**src/rtl/rd_req_arbiter_pkg.sv**
```systemverilog
// Shared types and constants for the read-request arbiter: FSM states,
// requester indices, request type codes and the cache-line beat count.
`ifndef LINE_WORD_NUM
`define LINE_WORD_NUM 4
`endif

package rd_req_arbiter_pkg;

  typedef enum logic [1:0] {
    ST_IDLE  = 2'd0,
    ST_ISSUE = 2'd1,
    ST_RESP  = 2'd2
  } arb_state_e;

  localparam int NUM_REQ = 3;
  localparam int REQ_IC  = 0;
  localparam int REQ_DC  = 1;
  localparam int REQ_UC  = 2;

  localparam logic [2:0] RD_TYPE_LINE = 3'b100;

  // Normally supplied by definitions.svh; the fallback keeps the package standalone.
  localparam int LINE_WORD_NUM = `LINE_WORD_NUM;

  function automatic logic [1:0] onehot_to_idx(input logic [2:0] oh);
    logic [1:0] idx;
    case (oh)
      3'b010:  idx = 2'd1;
      3'b100:  idx = 2'd2;
      default: idx = 2'd0;
    endcase
    return idx;
  endfunction

endpackage

```
**src/rtl/rd_req_arbiter_if.sv**
```systemverilog
// Requester-side and downstream-side bus of the read-request arbiter.
// slave = the arbiter's view, master = the surrounding environment.
interface rd_req_arbiter_if;
  logic [2:0]  req_valid;
  logic [8:0]  req_type;
  logic [95:0] req_addr;
  logic [2:0]  req_rdy;
  logic [2:0]  ret_valid;
  logic [2:0]  ret_last;
  logic [31:0] ret_data;
  logic        rd_req;
  logic [2:0]  rd_type;
  logic [31:0] rd_addr;
  logic        rd_rdy;
  logic        dn_ret_valid;
  logic        dn_ret_last;
  logic [31:0] dn_ret_data;

  modport slave (
    input  req_valid, req_type, req_addr, rd_rdy, dn_ret_valid, dn_ret_last, dn_ret_data,
    output req_rdy, ret_valid, ret_last, ret_data, rd_req, rd_type, rd_addr
  );

  modport master (
    output req_valid, req_type, req_addr, rd_rdy, dn_ret_valid, dn_ret_last, dn_ret_data,
    input  req_rdy, ret_valid, ret_last, ret_data, rd_req, rd_type, rd_addr
  );
endinterface

```
**src/rtl/rd_req_arbiter_prio_sel.sv**
```systemverilog
// Combinational one-hot picker: dcache > uncached > icache, except that a
// starving icache request wins outright.
module rd_prio_sel
  import rd_req_arbiter_pkg::*;
(
  input  logic [2:0] req_valid,
  input  logic       starve_hit,
  output logic [2:0] grant
);

  always_comb begin
    grant = 3'b000;
    if (starve_hit && req_valid[REQ_IC]) begin
      grant[REQ_IC] = 1'b1;
    end else if (req_valid[REQ_DC]) begin
      grant[REQ_DC] = 1'b1;
    end else if (req_valid[REQ_UC]) begin
      grant[REQ_UC] = 1'b1;
    end else if (req_valid[REQ_IC]) begin
      grant[REQ_IC] = 1'b1;
    end else begin
      grant = 3'b000;
    end
  end

endmodule

```
**src/rtl/rd_req_arbiter.sv**
```systemverilog
// Three-way read-request arbiter with icache starvation protection; keeps a
// single transaction outstanding and routes its return beats back.
module rd_req_arbiter
  import rd_req_arbiter_pkg::*;
#(
  parameter int STARVE_LIMIT = 4,
  parameter int LINE_WORDS   = LINE_WORD_NUM
) (
  input  logic              clk,
  input  logic              resetn,
  rd_req_arbiter_if.slave   bus,
  output logic              busy,
  output logic              err
);

  localparam int SC_W   = (STARVE_LIMIT < 1) ? 1 : $clog2(STARVE_LIMIT + 1);
  localparam int BEAT_W = 8;

  arb_state_e          state_q, state_d;
  logic [2:0]          grant_q, grant_d;
  logic [2:0]          type_q, type_d;
  logic [31:0]         addr_q, addr_d;
  logic [SC_W-1:0]     starve_q, starve_d;
  logic [BEAT_W-1:0]   beat_q, beat_d;
  logic                err_q, err_d;

  logic [2:0]          pick;
  logic [1:0]          pick_idx;
  logic                starve_hit;
  logic [BEAT_W-1:0]   exp_beats;
  logic [BEAT_W-1:0]   beat_inc;
  logic [2:0]          req_rdy_c, ret_valid_c, ret_last_c;

  assign starve_hit = (starve_q == SC_W'(STARVE_LIMIT));
  assign pick_idx   = onehot_to_idx(pick);
  assign exp_beats  = (type_q == RD_TYPE_LINE) ? BEAT_W'(LINE_WORDS) : 8'd1;
  assign beat_inc   = beat_q + 8'd1;

  rd_prio_sel u_prio_sel (
    .req_valid  (bus.req_valid),
    .starve_hit (starve_hit),
    .grant      (pick)
  );

  // Next-state, latch and error computation for the arbitration FSM.
  always_comb begin
    state_d  = state_q;
    grant_d  = grant_q;
    type_d   = type_q;
    addr_d   = addr_q;
    starve_d = starve_q;
    beat_d   = beat_q;
    err_d    = err_q;
    case (state_q)
      ST_IDLE: begin
        if (|bus.req_valid) begin
          state_d = ST_ISSUE;
          grant_d = pick;
          case (pick_idx)
            2'd1: begin
              type_d = bus.req_type[5:3];
              addr_d = bus.req_addr[63:32];
            end
            2'd2: begin
              type_d = bus.req_type[8:6];
              addr_d = bus.req_addr[95:64];
            end
            default: begin
              type_d = bus.req_type[2:0];
              addr_d = bus.req_addr[31:0];
            end
          endcase
          // Only a lost grant with icache waiting ages the starvation count.
          if (pick[REQ_IC] || !bus.req_valid[REQ_IC]) begin
            starve_d = '0;
          end else if (!starve_hit) begin
            starve_d = starve_q + SC_W'(1);
          end else begin
            starve_d = starve_q;
          end
        end else begin
          state_d = ST_IDLE;
        end
        if (bus.dn_ret_valid) begin
          err_d = 1'b1;
        end else begin
          err_d = err_q;
        end
      end
      ST_ISSUE: begin
        if (bus.rd_rdy) begin
          state_d = ST_RESP;
          beat_d  = '0;
        end else begin
          state_d = ST_ISSUE;
        end
        if (bus.dn_ret_valid) begin
          err_d = 1'b1;
        end else begin
          err_d = err_q;
        end
      end
      ST_RESP: begin
        if (bus.dn_ret_valid) begin
          beat_d = beat_inc;
          if (bus.dn_ret_last) begin
            state_d = ST_IDLE;
            if (beat_inc != exp_beats) begin
              err_d = 1'b1;
            end else begin
              err_d = err_q;
            end
          end else begin
            state_d = ST_RESP;
          end
        end else begin
          beat_d = beat_q;
        end
      end
      default: begin
        state_d = ST_IDLE;
      end
    endcase
  end

  // State and latched-request registers.
  always_ff @(posedge clk or negedge resetn) begin
    if (!resetn) begin
      state_q  <= ST_IDLE;
      grant_q  <= 3'b000;
      type_q   <= 3'b000;
      addr_q   <= 32'h0000_0000;
      starve_q <= '0;
      beat_q   <= '0;
      err_q    <= 1'b0;
    end else begin
      state_q  <= state_d;
      grant_q  <= grant_d;
      type_q   <= type_d;
      addr_q   <= addr_d;
      starve_q <= starve_d;
      beat_q   <= beat_d;
      err_q    <= err_d;
    end
  end

  // Accept pulse and return routing go to the granted requester only.
  always_comb begin
    req_rdy_c   = 3'b000;
    ret_valid_c = 3'b000;
    ret_last_c  = 3'b000;
    if (state_q == ST_ISSUE && bus.rd_rdy) begin
      req_rdy_c = grant_q;
    end else begin
      req_rdy_c = 3'b000;
    end
    if (state_q == ST_RESP && bus.dn_ret_valid) begin
      ret_valid_c = grant_q;
      ret_last_c  = bus.dn_ret_last ? grant_q : 3'b000;
    end else begin
      ret_valid_c = 3'b000;
      ret_last_c  = 3'b000;
    end
  end

  assign bus.req_rdy   = req_rdy_c;
  assign bus.ret_valid = ret_valid_c;
  assign bus.ret_last  = ret_last_c;
  assign bus.ret_data  = bus.dn_ret_data;
  assign bus.rd_req    = (state_q == ST_ISSUE);
  assign bus.rd_type   = type_q;
  assign bus.rd_addr   = addr_q;
  assign busy          = (state_q != ST_IDLE);
  assign err           = err_q;

endmodule

```
**src/flat_wrapper.sv**
```systemverilog
// flat-port wrapper written by rule: the top's interface ports become plain ports
module rd_req_arbiter_flat import rd_req_arbiter_pkg::*;
#(
  parameter int STARVE_LIMIT = 4,
  parameter int LINE_WORDS   = LINE_WORD_NUM
)
  (clk, resetn, busy, err, bus_req_valid, bus_req_type, bus_req_addr, bus_rd_rdy, bus_dn_ret_valid, bus_dn_ret_last, bus_dn_ret_data, bus_req_rdy, bus_ret_valid, bus_ret_last, bus_ret_data, bus_rd_req, bus_rd_type, bus_rd_addr);
  rd_req_arbiter_if bus_i ();
  input  logic clk;
  input  logic resetn;
  output logic busy;
  output logic err;
  input wire logic [$bits(bus_i.req_valid)-1:0] bus_req_valid;
  input wire logic [$bits(bus_i.req_type)-1:0] bus_req_type;
  input wire logic [$bits(bus_i.req_addr)-1:0] bus_req_addr;
  input wire logic [$bits(bus_i.rd_rdy)-1:0] bus_rd_rdy;
  input wire logic [$bits(bus_i.dn_ret_valid)-1:0] bus_dn_ret_valid;
  input wire logic [$bits(bus_i.dn_ret_last)-1:0] bus_dn_ret_last;
  input wire logic [$bits(bus_i.dn_ret_data)-1:0] bus_dn_ret_data;
  output wire logic [$bits(bus_i.req_rdy)-1:0] bus_req_rdy;
  output wire logic [$bits(bus_i.ret_valid)-1:0] bus_ret_valid;
  output wire logic [$bits(bus_i.ret_last)-1:0] bus_ret_last;
  output wire logic [$bits(bus_i.ret_data)-1:0] bus_ret_data;
  output wire logic [$bits(bus_i.rd_req)-1:0] bus_rd_req;
  output wire logic [$bits(bus_i.rd_type)-1:0] bus_rd_type;
  output wire logic [$bits(bus_i.rd_addr)-1:0] bus_rd_addr;
  assign bus_i.req_valid = bus_req_valid;
  assign bus_i.req_type = bus_req_type;
  assign bus_i.req_addr = bus_req_addr;
  assign bus_i.rd_rdy = bus_rd_rdy;
  assign bus_i.dn_ret_valid = bus_dn_ret_valid;
  assign bus_i.dn_ret_last = bus_dn_ret_last;
  assign bus_i.dn_ret_data = bus_dn_ret_data;
  assign bus_req_rdy = bus_i.req_rdy;
  assign bus_ret_valid = bus_i.ret_valid;
  assign bus_ret_last = bus_i.ret_last;
  assign bus_ret_data = bus_i.ret_data;
  assign bus_rd_req = bus_i.rd_req;
  assign bus_rd_type = bus_i.rd_type;
  assign bus_rd_addr = bus_i.rd_addr;
  rd_req_arbiter #(.STARVE_LIMIT(STARVE_LIMIT), .LINE_WORDS(LINE_WORDS)) u_core (.clk(clk), .resetn(resetn), .bus(bus_i), .busy(busy), .err(err));
endmodule
```
**config.mk**
```make
export PLATFORM = sky130hd
export DESIGN_NAME = rd_req_arbiter_flat
export DESIGN_NICKNAME = d
export VERILOG_FILES = /design/src/rtl/rd_req_arbiter_pkg.sv /design/src/rtl/rd_req_arbiter_if.sv /design/src/rtl/rd_req_arbiter_prio_sel.sv /design/src/rtl/rd_req_arbiter.sv /design/src/flat_wrapper.sv
export SDC_FILE = /design/constraint.sdc
export NUM_CORES = 1
export LEC_CHECK = 0
export CORE_ASPECT_RATIO = 1.1
export CORE_MARGIN = 4
export CORE_UTILIZATION = 32
export CTS_BUF_LIST = sky130_fd_sc_hd__clkbuf_8
export CTS_CLUSTER_SIZE = 24
export DETAILED_ROUTE_END_ITERATION = 8
export PLACE_DENSITY = 0.8
export SLEW_MARGIN = 15
export SYNTH_ARGS = -nofsm -noshare
export SYNTH_HDL_FRONTEND = slang
export SYNTH_SLANG_ARGS = --single-unit
```
**constraint.sdc**
```tcl
create_clock -name clk -period 1.66 [get_ports clk]
set_input_delay 0.332 -clock clk [delete_from_list [all_inputs] [get_ports clk]]
set_output_delay 0.332 -clock clk [all_outputs]
set_load 0.01 [all_outputs]
```
Yosys cells after proc, flatten, opt, wreduce, memory -nomap -nowiden
Index checks and enable logic that the tools add are counted.
Word-level totals
  flip-flop bits (word level): 52
  bits in latches: 0
  memory bits (writable): 0
  ROM bits: 0
  input port bits: 145
  output and inout bits: 79
  memories kept: 0
Cells by class
  add/subtract/negate cells: 2
  $mul: 0
  divide/modulo/power cells: 0
  magnitude comparators: 0
  equal/unequal tests: 15
  shift operators: 0
  muxes and demuxes: 31
  bitwise gates (word level): 0
  reductions and logical operators: 15
Operator list (count)
  $pmux 32 s2: 1
  $mux 3: 7
  $mux 8: 2
  $pmux 8 s2: 1
  $mux 1: 12
  $eq 3x3->1 const B: 3
  $add 8x1->8 const B: 1
  $mux 2: 4
  $ne 8x8->1: 1
  $ne 2x1->1 const B: 3
  $ne 2x2->1 const B: 3
  $pmux 2 s3: 1
  $pmux 3 s2: 1
  $reduce_and 3->1: 2
  $reduce_bool 2->1: 3
  $reduce_and 5->1: 1
  $eq 2x1->1 const B: 2
  $eq 2x2->1 const B: 2
  $pmux 2 s2: 1
  $add 3x1->3 const B: 1
  $eq 3x2->1 const B: 1
  $logic_and 1x1->1: 3
  $reduce_or 3->1: 1
  $logic_not 2->1: 1
  5 further kinds: 5

Depth between registers and ports, before layout
  word-level depth: 8
  depth in mapped cells: 8
  depth with buffers taken out: 6

Cells and area by module
From an unflattened synthesis, not the netlist that was laid out.
Second synthesis, totals
  cells, all modules: 354
  area, all modules: 3131.8 µm²
By module, submodules not included
  rd_req_arbiter: times used 1, cells each 349, area each 3093.0 µm²
  rd_prio_sel: times used 1, cells each 5, area each 38.8 µm²

Worst setup path before layout
No wires, ideal clock.
  path type: register -> register
  start point: register u_core.beat_q[0]
  end point: register u_core.err_q (netlist: u_core.err)
  setup time: 0.130 ns
  arrival: 1.629 ns
  required time: 1.530 ns
  path slack: -0.100 ns
  stages on the path, launching flop included: 6
  period minus slack after synthesis: 1.760 ns
  path through: dfrtp_1 -> ha_1 -> or4b_1 -> a221oi_2 -> o211a_1 -> a31oi_1
Between the ends
  cells in the longest elaborated chain, start to end: 4
RTL lines
  start, declared: RTL line rd_req_arbiter.sv:24  | logic [BEAT_W-1:0] beat_q, beat_d;
  start signal, assigned: RTL line rd_req_arbiter.sv:142  | beat_q <= beat_d;
  $add 8x1->8: RTL line rd_req_arbiter.sv:37  | assign beat_inc = beat_q + 8'd1;
  $ne 8x8->1: RTL line rd_req_arbiter.sv:108  | if (beat_inc != exp_beats) begin
  $ne 2x1->1 (no source line)
  $reduce_and 5->1 (no source line)
  end signal, assigned: RTL line rd_req_arbiter.sv:143  | err_q <= err_d;
  end, declared: RTL line rd_req_arbiter.sv:25  | logic err_q, err_d;
Every way passes these cells.
A chain may end at the register's enable or synchronous reset.

Worst setup path after layout
  start point: register u_core.state_q[1]
  end point: output bus_ret_last[0]
Between the ends
  cells in the longest elaborated chain, start to end: 3
RTL lines
  start, declared: RTL line rd_req_arbiter.sv:19  | arb_state_e state_q, state_d;
  start signal, assigned: RTL line rd_req_arbiter.sv:137  | state_q <= state_d;
  $eq 2x2->1: RTL line rd_req_arbiter.sv:157  | if (state_q == ST_RESP && bus.dn_ret_valid) begin
  $logic_and 1x1->1: RTL line rd_req_arbiter.sv:157
  $mux 3: RTL line rd_req_arbiter.sv:157
  end, declared: RTL line flat_wrapper.sv:22  | output wire logic [$bits(bus_i.ret_last)-1:0] bus_ret_last;
Every way passes these cells.

==> results.cfg <==
[critical_path]
cp-end-kind = primary output
arrival_ns = 1.38
crit_fanout = 5
crit_type = reg -> out
cp_top_family = simple AND/OR/NAND/NOR gates
crit_top_cell = buf_6
cp-start-kind = flop
cpMaxStageDelayCell = dfrtp_1
max_stage_delay_ns = 0.41
crit_buf_inv = 2
reg2reg_slack_ns = -0.05
crit_chain = and3b_2 > buf_6 > and3_4 > buf_6
crit_required_ns = 1.33

[final_layout]
fin_cells = 587
n_antenna_cell = 0
syn2layout_area_growth_pct = 76.34
layout_commonest_cell = clkdlybuf4s50_1
fin_util_pct = 58.78
mostFrequentLayoutCells = clkdlybuf4s50_1 (144), dfrtp_1 (52), a22oi_1 (38)
drive_above_1_share_pct = 25.37
fin_nets = 620

[grt]
grt_antenna_before_repair = 0
grt_usage_pct = 17.52
grt_max_degree = 53
grt_pass1_vias = 3137
overflow = 0
grt_pass1_wl_um = 15370

[drt]
viasPerCell = 5.402
routed_wl_um = 11310
wl_per_cell_um = 19.27
drt_iter0_drc = 137
dr.pass1.iters = 4
vias = 3171
drc_errors = 0
postRouteAntennaNets = 0

[clocking]
cts.sinks = 52
h-tree-depth = 2
clock_latency_ns = 0.30
cts_tree = done
cts_hold_buffers = 0
cts_made_buffers = 5
cts_root_buf = clkbuf_8
clkTransAtPathRegs_ns = 0.09
clock_tree.buffer_depth = 2

[synth]
synth_area_per_cell_um2 = 9.638
synth_edf_count = 0
synthCells = 310
synthArstFlopShare_pct = 100.0
syn_nets = 458
synth_seq_cells = 52
synth_area_um2 = 2988
seq_area_frac_synth_pct = 43.55
ys_types = 45
ys.flop_type = dfrtp_1
synth-warning-count = 0

[flow_run]
maxCapViolCount = 0

[power]
switching_share_pct = 37.39
finalPower_w = 0.007473
p_per_area_nw_per_um2 = 1418
power_leakage_nw = 2.194
pwr-share-seq_pct = 29.3
power.switching_w = 0.002794
p_int_w = 0.004679
vdd_ir_drop_max_mv = 0.6158
combinationalPowerShare_pct = 60.8
clkPwrFrac_pct = 9.9

[timing]
relSlewSlack_pct = 73.76
rsz0062_at_grt = yes
finalHoldViolations = 0
worst_slew_pin_slew_ns = 0.3929
fmax_ghz = 0.5847
period_needed_ns = 1.710
whs_ns = 0.01226
clock_skew_ns = 0.004614
post-route-period-util_pct = 103.0
worst_slack_ns = -0.05025
setup_viol = 9
final-max-slew-violation-count = 0

[placement]
dp_hpwl_um = 7648
dp.cells = 565
dp_slack_ns = -0.6045
routabilityCongestion = 0.8075
numPortBuffers = 159

[floorplan]
placementRows = 36
core-area_um2 = 8964
die_w_um = 100.1
start_util_pct = 33.33
dieArea_um2 = 10950
ios = 224
fp.dieH_um = 109.3

[status]
status = complete, but fails checks
failed_checks = negative setup slack

[min_path]
worstHoldPathType = in -> async
power by group through the flow:
stage               logic, W  clock network [W]  registers (W)
floorplan            0.00143                  0        0.00231
global placement     0.00342                  0        0.00212
detailed placement   0.00354                  0        0.00213
CTS                  0.00383           0.000767        0.00213
global route         0.00487           0.000810        0.00225
finish               0.00454           0.000739        0.00219
cell usage after synthesis (2+ instances only):
library cell | count | area (um2)
nand2_1 | 11 | 41.29
nor2_1 | 5 | 18.77
a21oi_1 | 3 | 15.01
a22o_1 | 2 | 17.52
and3_1 | 4 | 25.02
and3b_1 | 2 | 17.52
o21ai_0 | 42 | 210.2
a31oi_1 | 2 | 12.51
buf_2 | 7 | 35.03
o21ai_1 | 9 | 45.04
nand4_1 | 3 | 18.77
and2_1 | 7 | 43.79
a22oi_1 | 70 | 525.5
mux2i_1 | 2 | 20.02
nand3_1 | 3 | 15.01
buf_4 | 38 | 285.3
dfrtp_1 | 52 | 1301
nand2b_1 | 3 | 18.77
ha_1 | 3 | 37.54
clkbuf_1 | 9 | 33.78
nand3b_1 | 2 | 15.01
inv_1 | 8 | 30.03
logic make-up (layout without fill, tap and decap cells):
kind of cell,Yosys count,count (layout),share of synthesized area [%]
buf+inv,62,224,12.86
compound gates,139,140,31.16
xor+xnor,1,1,0.2932
fa+ha+maj,3,3,1.256
flops,52,52,43.55
simple gates,50,50,9.841
mux,3,3,1.047
worst reg2reg max path: stages (launching register included):
cell,delay [ns]
dfrtp_1,0.43
ha_4,0.26
or4b_4,0.48
a221oi_2,0.18
o211a_1,0.18
a31oi_1,0.07
state kept, by name, indices dropped and copies added (netlist names):
register,flops
u_core.beat_q,8
u_core.bus.rd_addr,32
u_core.bus.rd_type,3
u_core.err,1
u_core.grant_q,3
u_core.starve_q,3
u_core.state_q,2
layer usage:
| layer | wire, um | global-route usage (%) |
|---|---|---|
| met5 | 0 | 0 |
| met4 | 295 | 5.101 |
| met3 | 767 | 4.061 |
| met2 | 6130 | 32.29 |
| met1 | 4119 | 20.14 |
cell type report:
type                            instances  area [um2]
Inverter                                8       30.03
Sequential cell                        52        1301
Tap cell                              114       142.6
Multi-Input combinational cell        197        1551
Fill cell                             753        3695
Timing Repair Buffer                  208        2153
Clock buffer                            6       82.58
Clock inverter                          2       7.507
path summary, 6_finish.rpt:
kind                       cells after the start                      to             startpoint
max                                            4         bus_ret_last[0]      u_core.state_q[1]
min                                            2  u_core.bus.rd_addr[22]                 resetn
max reg2reg                                    5              u_core.err       u_core.beat_q[1]
min reg2reg                                    2   u_core.bus.rd_addr[2]  u_core.bus.rd_addr[2]
max in group asynchronous                      2  u_core.bus.rd_addr[31]                 resetn
min in group clk                               2   u_core.bus.rd_addr[2]  u_core.bus.rd_addr[2]
stage by stage:
stage | cell area [um2] | setup TNS, ns
floorplan | 2988 | -0.03653
global placement | 4712 | -12.59
detailed placement | 4712 | -14.88
CTS | 4880 | -0.3019
global route | 5269 | -3.043
finish | 5269 | -0.2335
timing repair:
action,4_1_cts,5_1_grt
gates resized for setup,86,54
gates cloned,1,8
setup buffers,3,2
pin swaps,2,35
endpoints found under the hold margin,0,0
endpoints found under the setup margin,48,46
Note: power is estimated with default switching activity, not from simulation.
